<file path="src/rtl/rns2bin_mrc.sv">
// Mixed-radix residue-to-binary converter for a four-modulus RNS.
// Output is the signed value centred on zero.
module rns2bin_mrc #(
    parameter int WIDTH    = 32,
    parameter int MOD_SIZE = 3,
    parameter int M1       = 8,
    parameter int M2       = 7,
    parameter int M3       = 5,
    parameter int M4       = 3
) (
    input  logic                clk,
    input  logic                reset,
    input  logic                in_valid,
    output logic                in_ready,
    input  logic [MOD_SIZE-1:0] res_1,
    input  logic [MOD_SIZE-1:0] res_2,
    input  logic [MOD_SIZE-1:0] res_3,
    input  logic [MOD_SIZE-1:0] res_4,
    output logic                out_valid,
    input  logic                out_ready,
    output logic [WIDTH-1:0]    out_bin,
    output logic                out_err
);

    function automatic int mod_inv(input int a, input int m);
        int r;
        r = 0;
        for (int x = 1; x < m; x++) begin
            if (r == 0 && ((a * x) % m) == 1) r = x;
        end
        return r;
    endfunction

    localparam int INV12   = mod_inv(M1 % M2, M2);
    localparam int INV13   = mod_inv(M1 % M3, M3);
    localparam int INV14   = mod_inv(M1 % M4, M4);
    localparam int INV23   = mod_inv(M2 % M3, M3);
    localparam int INV24   = mod_inv(M2 % M4, M4);
    localparam int INV34   = mod_inv(M3 % M4, M4);
    localparam int M_TOTAL = M1 * M2 * M3 * M4;
    localparam int HALF    = M_TOTAL / 2;

    // Adding Mj*Mk before subtracting the digit keeps the intermediate non-negative.
    function automatic logic [MOD_SIZE-1:0] mrc_step(
        input logic [MOD_SIZE-1:0] rj,
        input logic [MOD_SIZE-1:0] ak,
        input int                  mj,
        input int                  mk,
        input int                  inv
    );
        int t;
        t = (int'(rj) + mj * mk - int'(ak)) * inv;
        return MOD_SIZE'(t % mj);
    endfunction

    typedef enum logic [1:0] {IDLE, DIGIT, SUM, OUT} state_t;

    state_t              state;
    state_t              next_state;
    logic [1:0]          k;
    logic [MOD_SIZE-1:0] r1, r2, r3, r4;
    logic [MOD_SIZE-1:0] a1, a2, a3;
    logic                err;
    logic                armed;
    logic [WIDTH-1:0]    x;
    logic [WIDTH-1:0]    x_signed;
    logic                accept;

    assign accept = in_valid && in_ready;

    always_ff @(posedge clk) begin
        if (!reset) state <= IDLE;
        else        state <= next_state;
    end

    always_comb begin
        next_state = state;
        case (state)
            IDLE:    if (accept) next_state = DIGIT;
            DIGIT:   if (k == 2'd3) next_state = SUM;
            SUM:     next_state = OUT;
            OUT:     if (out_ready) next_state = IDLE;
            default: next_state = IDLE;
        endcase
    end

    // in_ready stays low until the first edge after reset is released.
    always_comb begin
        in_ready  = (state == IDLE) && armed;
        out_valid = (state == OUT);
    end

    // r4 already holds the final digit a4 once the third step has run.
    always_comb begin
        x = WIDTH'(a1)
          + WIDTH'(a2) * WIDTH'(M1)
          + WIDTH'(a3) * WIDTH'(M1 * M2)
          + WIDTH'(r4) * WIDTH'(M1 * M2 * M3);
        x_signed = (x >= WIDTH'(HALF)) ? (x - WIDTH'(M_TOTAL)) : x;
    end

    always_ff @(posedge clk) begin
        if (!reset) begin
            armed   <= 1'b0;
            k       <= 2'd0;
            r1      <= '0;
            r2      <= '0;
            r3      <= '0;
            r4      <= '0;
            a1      <= '0;
            a2      <= '0;
            a3      <= '0;
            err     <= 1'b0;
            out_bin <= '0;
            out_err <= 1'b0;
        end else begin
            armed <= 1'b1;
            case (state)
                IDLE: begin
                    if (accept) begin
                        r1  <= res_1;
                        r2  <= res_2;
                        r3  <= res_3;
                        r4  <= res_4;
                        err <= (int'(res_1) >= M1) || (int'(res_2) >= M2) ||
                               (int'(res_3) >= M3) || (int'(res_4) >= M4);
                        k   <= 2'd1;
                    end
                end
                DIGIT: begin
                    case (k)
                        2'd1: begin
                            a1 <= r1;
                            r2 <= mrc_step(r2, r1, M2, M1, INV12);
                            r3 <= mrc_step(r3, r1, M3, M1, INV13);
                            r4 <= mrc_step(r4, r1, M4, M1, INV14);
                            k  <= 2'd2;
                        end
                        2'd2: begin
                            a2 <= r2;
                            r3 <= mrc_step(r3, r2, M3, M2, INV23);
                            r4 <= mrc_step(r4, r2, M4, M2, INV24);
                            k  <= 2'd3;
                        end
                        default: begin
                            a3 <= r3;
                            r4 <= mrc_step(r4, r3, M4, M3, INV34);
                            k  <= 2'd0;
                        end
                    endcase
                end
                SUM: begin
                    out_bin <= err ? '0 : x_signed;
                    out_err <= err;
                end
                default: ;
            endcase
        end
    end

endmodule

</file>
<file path="config.mk">
export PLATFORM = sky130hd
export DESIGN_NAME = rns2bin_mrc
export DESIGN_NICKNAME = d
export VERILOG_FILES = /design/src/rtl/rns2bin_mrc.sv
export SDC_FILE = /design/constraint.sdc
export NUM_CORES = 1
export LEC_CHECK = 0
export ABC_AREA = 1
export BUFFER_PORTS_ARGS = -buffer_cell sky130_fd_sc_hd__buf_2
export CAP_MARGIN = 20
export CORE_UTILIZATION = 56
export DETAILED_ROUTE_END_ITERATION = 10
export PLACE_DENSITY = 0.76
export SETUP_SLACK_MARGIN = 0.2
export SLEW_MARGIN = 15
export SYNTH_ARGS = -nofsm -noshare
export SYNTH_HDL_FRONTEND = slang
export SYNTH_SLANG_ARGS = --single-unit
export TNS_END_PERCENT = 1
</file>
<file path="constraint.sdc">
create_clock -name clk -period 6.2 [get_ports clk]
set_input_delay 0.93 -clock clk [delete_from_list [all_inputs] [get_ports clk]]
set_output_delay 0.93 -clock clk [all_outputs]
set_load 0.1 [all_outputs]
</file>
==> results of run 1 <==
stage by stage:
| stage | hold slack (ns) | setup WS, ns | TNS, ns | std cells |
|---|---|---|---|---|
| final | 0.465 | 0.118 | 0 | 938 |
| after floorplan | 0.448 | 0.210 | 0 | 772 |
| after detailed placement | 0.460 | -0.232 | -0.607 | 913 |
| after CTS | 0.472 | 0.207 | 0 | 933 |
| after global placement | 0.451 | 0.0828 | 0 | 913 |
| after global routing | 0.489 | -0.213 | -0.527 | 938 |
sequential cells by signal, summed over array words and instances, names as in the netlist:
signal / flops
out_bin: 14
a1: 3
a2: 3
a3: 3
r1: 3
r2: 3
r3: 3
r4: 3
k: 2
state: 2
armed: 1
err: 1
out_err: 1
layout make-up:
cell class	instances	share of cell area [%]
timing repair buffer	79	7.81
inverter	133	8.38
multi-input combinational	569	65.6
clock buffer	6	1.38
sequential	42	14.1
clock inverter	1	0.501
tap	108	2.26
per-layer routing:
layer	GRT usage, %	vias up	wire length, µm
met2	49.1	134	6570
met5	0	-	0
met1	34.8	2400	5830
li1	-	2601	-
met3	3.19	33	557
met4	6.89	0	328
critical path, delay by kind of cell (launching register included):
family / cells / cell delay, ns
flip-flops: 1 / 0.34
AO/OA/AOI/OAI: 3 / 0.19
AND/OR/NAND/NOR: 22 / 2.60
XOR/XNOR: 1 / 0.16
buffers and inverters: 6 / 0.39
adder cells (fa/ha/maj): 8 / 2.28
cells in the mapped netlist (all sizes together):
master	instances	area share [%]
a211o	1	0.17
or2	2	0.24
ha	72	17
or3	1	0.12
o21bai	2	0.29
clkbuf	8	0.57
nand4	6	0.72
o21a	2	0.29
a41oi	1	0.17
o211ai	6	0.86
clkinv	1	0.072
fa	16	6.1
nand3b	4	0.57
a22oi	1	0.14
a21oi	67	6.6
nor3	9	1.1
xnor2	4	0.67
a211oi	1	0.14
o41ai	1	0.17
nand3	66	7.8
o22ai	1	0.12
a31oi	3	0.36
nor2	53	4.3
o21ai	50	5.0
nor4	1	0.12
nand2	174	14
dfxtp	42	16
xor2	18	3.0
a221oi	3	0.50
buf	20	2.8
o31ai	1	0.14
o2111ai	1	0.17
a21o	1	0.14
inv	132	9.5
conb	1	0.072
logic make-up after synthesis:
kind of cell    after synthesis  share of synthesized area, %
simple gates                316                          28.8
buf+inv                     161                          12.9
compound gates              142                          15.3
fa+ha+maj                    88                          23.3
flops                        42                          16.0
xor+xnor                     22                          3.68
other cells                   1                        0.0715
worst paths after layout:
kind                from     endpoint  slack [ns]  cells past startpoint
min          out_bin[11]  out_bin[11]        0.46                      2
max reg2reg        r2[1]        r3[0]        0.12                     40
min reg2reg  out_bin[11]  out_bin[11]        0.46                      2
max                r2[1]        r3[0]        0.12                     40
cell usage in the layout, fill, tap and decap left out, drive strengths merged:
cell type,count
nand3b,4
nand3,66
ha,72
a221oi,3
a211o,1
o22ai,1
bufinv,1
o21ai,50
a211oi,1
fa,16
o21a,2
o2111ai,1
a31oi,3
dfxtp,42
xor2,18
nor2,53
o211ai,6
xnor2,4
nor4,1
clkbuf,6
nor3,9
o41ai,1
o31ai,1
nand2,174
clkinv,1
nand4,6
a41oi,1
or3,1
a21oi,67
o21bai,2
or2,2
a21o,1
conb,1
a22oi,1
inv,132
buf,79
what timing repair did:
| action | CTS | global route |
|---|---|---|
| pin swaps | 22 | 14 |
| setup endpoints to repair | 3 | 5 |
| gates resized for setup | 28 | 14 |
| setup buffers | 13 | 5 |
==> results.py, run 1 <==
metrics = {
    "cts": {
        "cts_tree": "done",
        "cts-root-buf": "clkbuf_8",
        "clk_latency_ns": 0.30,
        "path_clk_slew_ns": 0.09,
        "cts_made_buffers": 5,
        "cts_buffer_depth": 2,
        "htree_levels": 2,
        "holdBufCountCts": 0,
        "cts.sinks": 42,
    },
    "placement": {
        "place_congestion": 0.919,
        "dpl.hpwl_mm": 10.1,
        "portBuffers": 50,
        "place_area_um2": 5550,
    },
    "floorplan": {
        "num_rows": 34,
        "dieHeight_um": 98.8,
        "core-area_um2": 8890,
        "fp.dieW_um": 98.8,
        "ios": 51,
        "die-area_um2": 9750,
        "start_util_pct": 59.0,
    },
    "global_route": {
        "grt_antenna_before_repair": 0,
        "grt_usage_pct": 27.4,
        "grt_pass1_wl_mm": 22.1,
        "overflow": 0,
        "grt_pass1_vias": 4955,
        "grt_max_degree": 27,
    },
    "route": {
        "dr.pass1.iters": 5,
        "dr.first_iter.drc_count": 203,
        "ant_nets": 0,
        "drt-total-wl_mm": 13.3,
        "vias": 5168,
        "drc_errors": 0,
        "avgViaCountPerCell": 5.51,
        "routedWlPerCell_um": 14.2,
    },
    "logic_synthesis": {
        "yosysWarnings": 0,
        "ys_seq_area_share_pct": 16.0,
        "syn_avg_cell_area_um2": 6.79,
        "synthesis.nets": 876,
        "synth_seq_cells": 42,
        "netlist_instances": 772,
        "netlist_area_um2": 5240,
        "synth.distinct_cells": 47,
    },
    "cells_and_area": {
        "drive_above_1_share_pct": 22.2,
        "seq_area_um2": 845,
        "nFillCells": 756,
        "fin_area_um2": 5990,
        "nets": 934,
        "multi_input_area_um2": 3930,
        "area_growth_pct": 14.2,
        "antenna_cells": 0,
        "utilization_pct": 67.4,
    },
    "sta": {
        "worstMarginPinSlew_ns": 0.775,
        "hold_viol": 0,
        "period_share_pct": 98.1,
        "slew_violations": 0,
        "fin_crit_ns": 6.08,
        "relSlewSlack_pct": 48.0,
        "fmax_ghz": 0.164,
        "rsz0062_at_grt": "true",
        "setup-violations-final": 0,
        "clock_skew_ns": 0.00671,
    },
    "outcome": {
        "status": "finished, final reports clean",
    },
    "hold_path": {
        "hold_path_class": "flip-flop to flip-flop",
    },
    "critical_path": {
        "crit_path_max_incr_delay_ns": 0.42,
        "cp_data_arrival_time_ns": 6.26,
        "path_class": "flip-flop to flip-flop",
        "crit_top_cell": "nand2_4",
        "cp_slowest_cell": "fa_2",
        "cp-end-kind": "flip-flop",
        "critPathRequiredTime_ns": 6.38,
        "critPathMaxFanout": 4,
        "critPathLaunchType": "flip-flop",
    },
    "flow_run": {
        "maxCapViolations": 0,
    },
}
Power of run 1 is left out: the tool's default activity adds up to more than one toggle a clock period on the data nets, which glitch-free logic cannot reach.
==> inputs of run 2 (changes only) <==
--- a/config.mk
+++ b/config.mk
@@ -6,11 +6,12 @@
 export NUM_CORES = 1
 export LEC_CHECK = 0
 export ABC_AREA = 1
-export BUFFER_PORTS_ARGS = -buffer_cell sky130_fd_sc_hd__buf_2
+export BUFFER_PORTS_ARGS = -buffer_cell sky130_fd_sc_hd__buf_4
 export CAP_MARGIN = 20
 export CORE_UTILIZATION = 56
 export DETAILED_ROUTE_END_ITERATION = 10
 export PLACE_DENSITY = 0.76
+export RECOVER_POWER = 25
 export SETUP_SLACK_MARGIN = 0.2
 export SLEW_MARGIN = 15
 export SYNTH_ARGS = -nofsm -noshare
==> run 2 against run 1 <==
  * The run now ends with setup timing left
  * Via count grew 5.9%
  * Core utilization grew 6.6 points
  * Flip-flop and latch count is the same
  * Clock skew grew 0.0047 ns
  * Largest cell class unchanged
==> results.py, run 2 (synthesis results as in run 1) <==
metrics = {
    "sta": {
        "worstMarginPinSlew_ns": 0.808,
        "hold_viol": 0,
        "fin_ws_ns": -0.130,
        "period_share_pct": 102,
        "fin_crit_ns": 6.33,
        "setup-violations-final": 3,
        "relSlewSlack_pct": 45.6,
        "clock_skew_ns": 0.0114,
        "setup_tns_ns": -0.283,
        "rsz0062_at_grt": "true",
        "fmax_ghz": 0.158,
        "slew_violations": 0,
    },
    "cts": {
        "cts_tree": "done",
        "path_clk_slew_ns": 0.10,
        "cts_buffer_depth": 2,
        "htree_levels": 2,
        "cts_made_buffers": 5,
        "cts-root-buf": "clkbuf_8",
        "clk_latency_ns": 0.30,
        "cts.sinks": 42,
    },
    "critical_path": {
        "critPathRequiredTime_ns": 6.44,
        "critPathMaxFanout": 5,
        "cp_data_arrival_time_ns": 6.57,
        "reg2reg_from": "r3[2]",
        "crit_top_cell": "nand2_2",
        "rr_endpoint": "r3[2]",
        "cp-end-kind": "flip-flop",
        "critPathLaunchType": "flip-flop",
        "cp_slowest_cell": "fa_1",
        "timing.reg2reg.setup_slack_ns": -0.13,
        "path_class": "flip-flop to flip-flop",
        "worstRegToRegCells": 47,
        "crit_path_max_incr_delay_ns": 0.46,
    },
    "placement": {
        "portBuffers": 50,
        "place_congestion": 0.914,
        "dpl.hpwl_mm": 10.0,
    },
    "route": {
        "drc_errors": 0,
        "routedWlPerCell_um": 15.7,
        "avgViaCountPerCell": 5.70,
        "ant_nets": 0,
        "dr.pass1.iters": 6,
        "dr.first_iter.drc_count": 355,
        "vias": 5471,
        "drt-total-wl_mm": 15.0,
    },
    "hold_path": {
        "min_path_cells": 2,
        "hold_path_class": "flip-flop to flip-flop",
        "min_from": "out_bin[7]",
        "hold_end": "out_bin[7]",
    },
    "global_route": {
        "grt_pass1_wl_mm": 22.5,
        "use_met2_pct": 50.1,
        "grt_pass1_vias": 4960,
        "grt_use_met1_pct": 35.6,
        "overflow": 0,
        "grt_usage_pct": 27.8,
        "grt_max_degree": 27,
        "top_usage_layer": "met2",
        "grt_antenna_before_repair": 0,
        "grt_util_met3_pct": 2.84,
    },
    "outcome": {
        "violations": "setup timing",
        "status": "finished, violations left",
    },
    "floorplan": {
        "ios": 51,
        "start_util_pct": 59.0,
        "num_rows": 34,
        "dieHeight_um": 98.8,
        "core-area_um2": 8890,
        "fp.dieW_um": 98.8,
        "die-area_um2": 9750,
    },
    "cells_and_area": {
        "drive_above_1_share_pct": 28.1,
        "area_growth_pct": 25.4,
        "layout_common_cells": "nand2_1, inv_1, buf_4",
        "antenna_cells": 0,
        "largest_register": "out_bin",
        "largest_register_ffs": 14,
        "nets": 954,
        "layout_commonest_cell": "nand2_1",
    },
    "flow_run": {
        "maxCapViolations": 0,
    },
}
[run 2: how the worst max path moves through the flow]
stage,startpoint,to,slack (ns),cells after the start
floorplan,r2[1],r3[0],0.21,44
global placement,r2[1],r3[0],0.09,42
detailed placement,r2[1],r3[0],-0.23,42
CTS,r2[1],r3[2],0.20,48
global route,r3[2],r3[2],-0.40,49
finish,r3[2],r3[2],-0.13,47
[run 2: stage by stage]
| stage | area [µm²] | utilization [%] | hold WS (ns) | cells | setup WS [ns] |
|---|---|---|---|---|---|
| after global routing | 6580 | 74.0 | 0.491 | 959 | -0.397 |
| final | 6580 | 74.0 | 0.470 | 959 | -0.130 |
| after floorplan | 5260 | - | 0.448 | 772 | 0.210 |
| after global placement | 5670 | 63.8 | 0.455 | 913 | 0.0922 |
| after CTS | 6090 | 68.5 | 0.472 | 943 | 0.203 |
| after detailed placement | 5670 | 63.8 | 0.459 | 913 | -0.231 |
[run 2: what timing repair did]
item | in CTS | in global routing
setup endpoints to repair | 3 | 3
resized for setup | 28 | 76
setup buffers | 22 | 16
pin swaps | 28 | 51
hold buffers | 0 | 0
cloned | 0 | 0
[run 2: final cells by class]
type / instances / area (µm²)
clock buffer: 5 / 68.8
clock inverter: 3 / 68.8
fill: 638 / 2310
inverter: 133 / 504
multi-input combinational: 569 / 4210
sequential: 42 / 843
tap: 108 / 135
timing repair buffer: 99 / 751
[run 2: metal layers]
metal | vias to the layer above | routed length, µm | part of all wire [%]
met5 | - | 0 | 0
met4 | 0 | 544 | 3.6
met3 | 51 | 819 | 5.5
met2 | 215 | 7510 | 50
met1 | 2549 | 6130 | 41
li1 | 2656 | - | -
[run 2: worst max-delay path: cells and delay by family (launching register included)]
| kind | cells | cell delay, ns |
|---|---|---|
| adder cells (fa/ha/maj) | 6 | 1.61 |
| AND/OR/NAND/NOR | 32 | 3.31 |
| buffers and inverters | 7 | 0.66 |
| XOR/XNOR | 1 | 0.17 |
| AO/OA/AOI/OAI | 1 | 0.15 |
| flip-flops | 1 | 0.36 |
Power of run 2 is left out for the same reason.
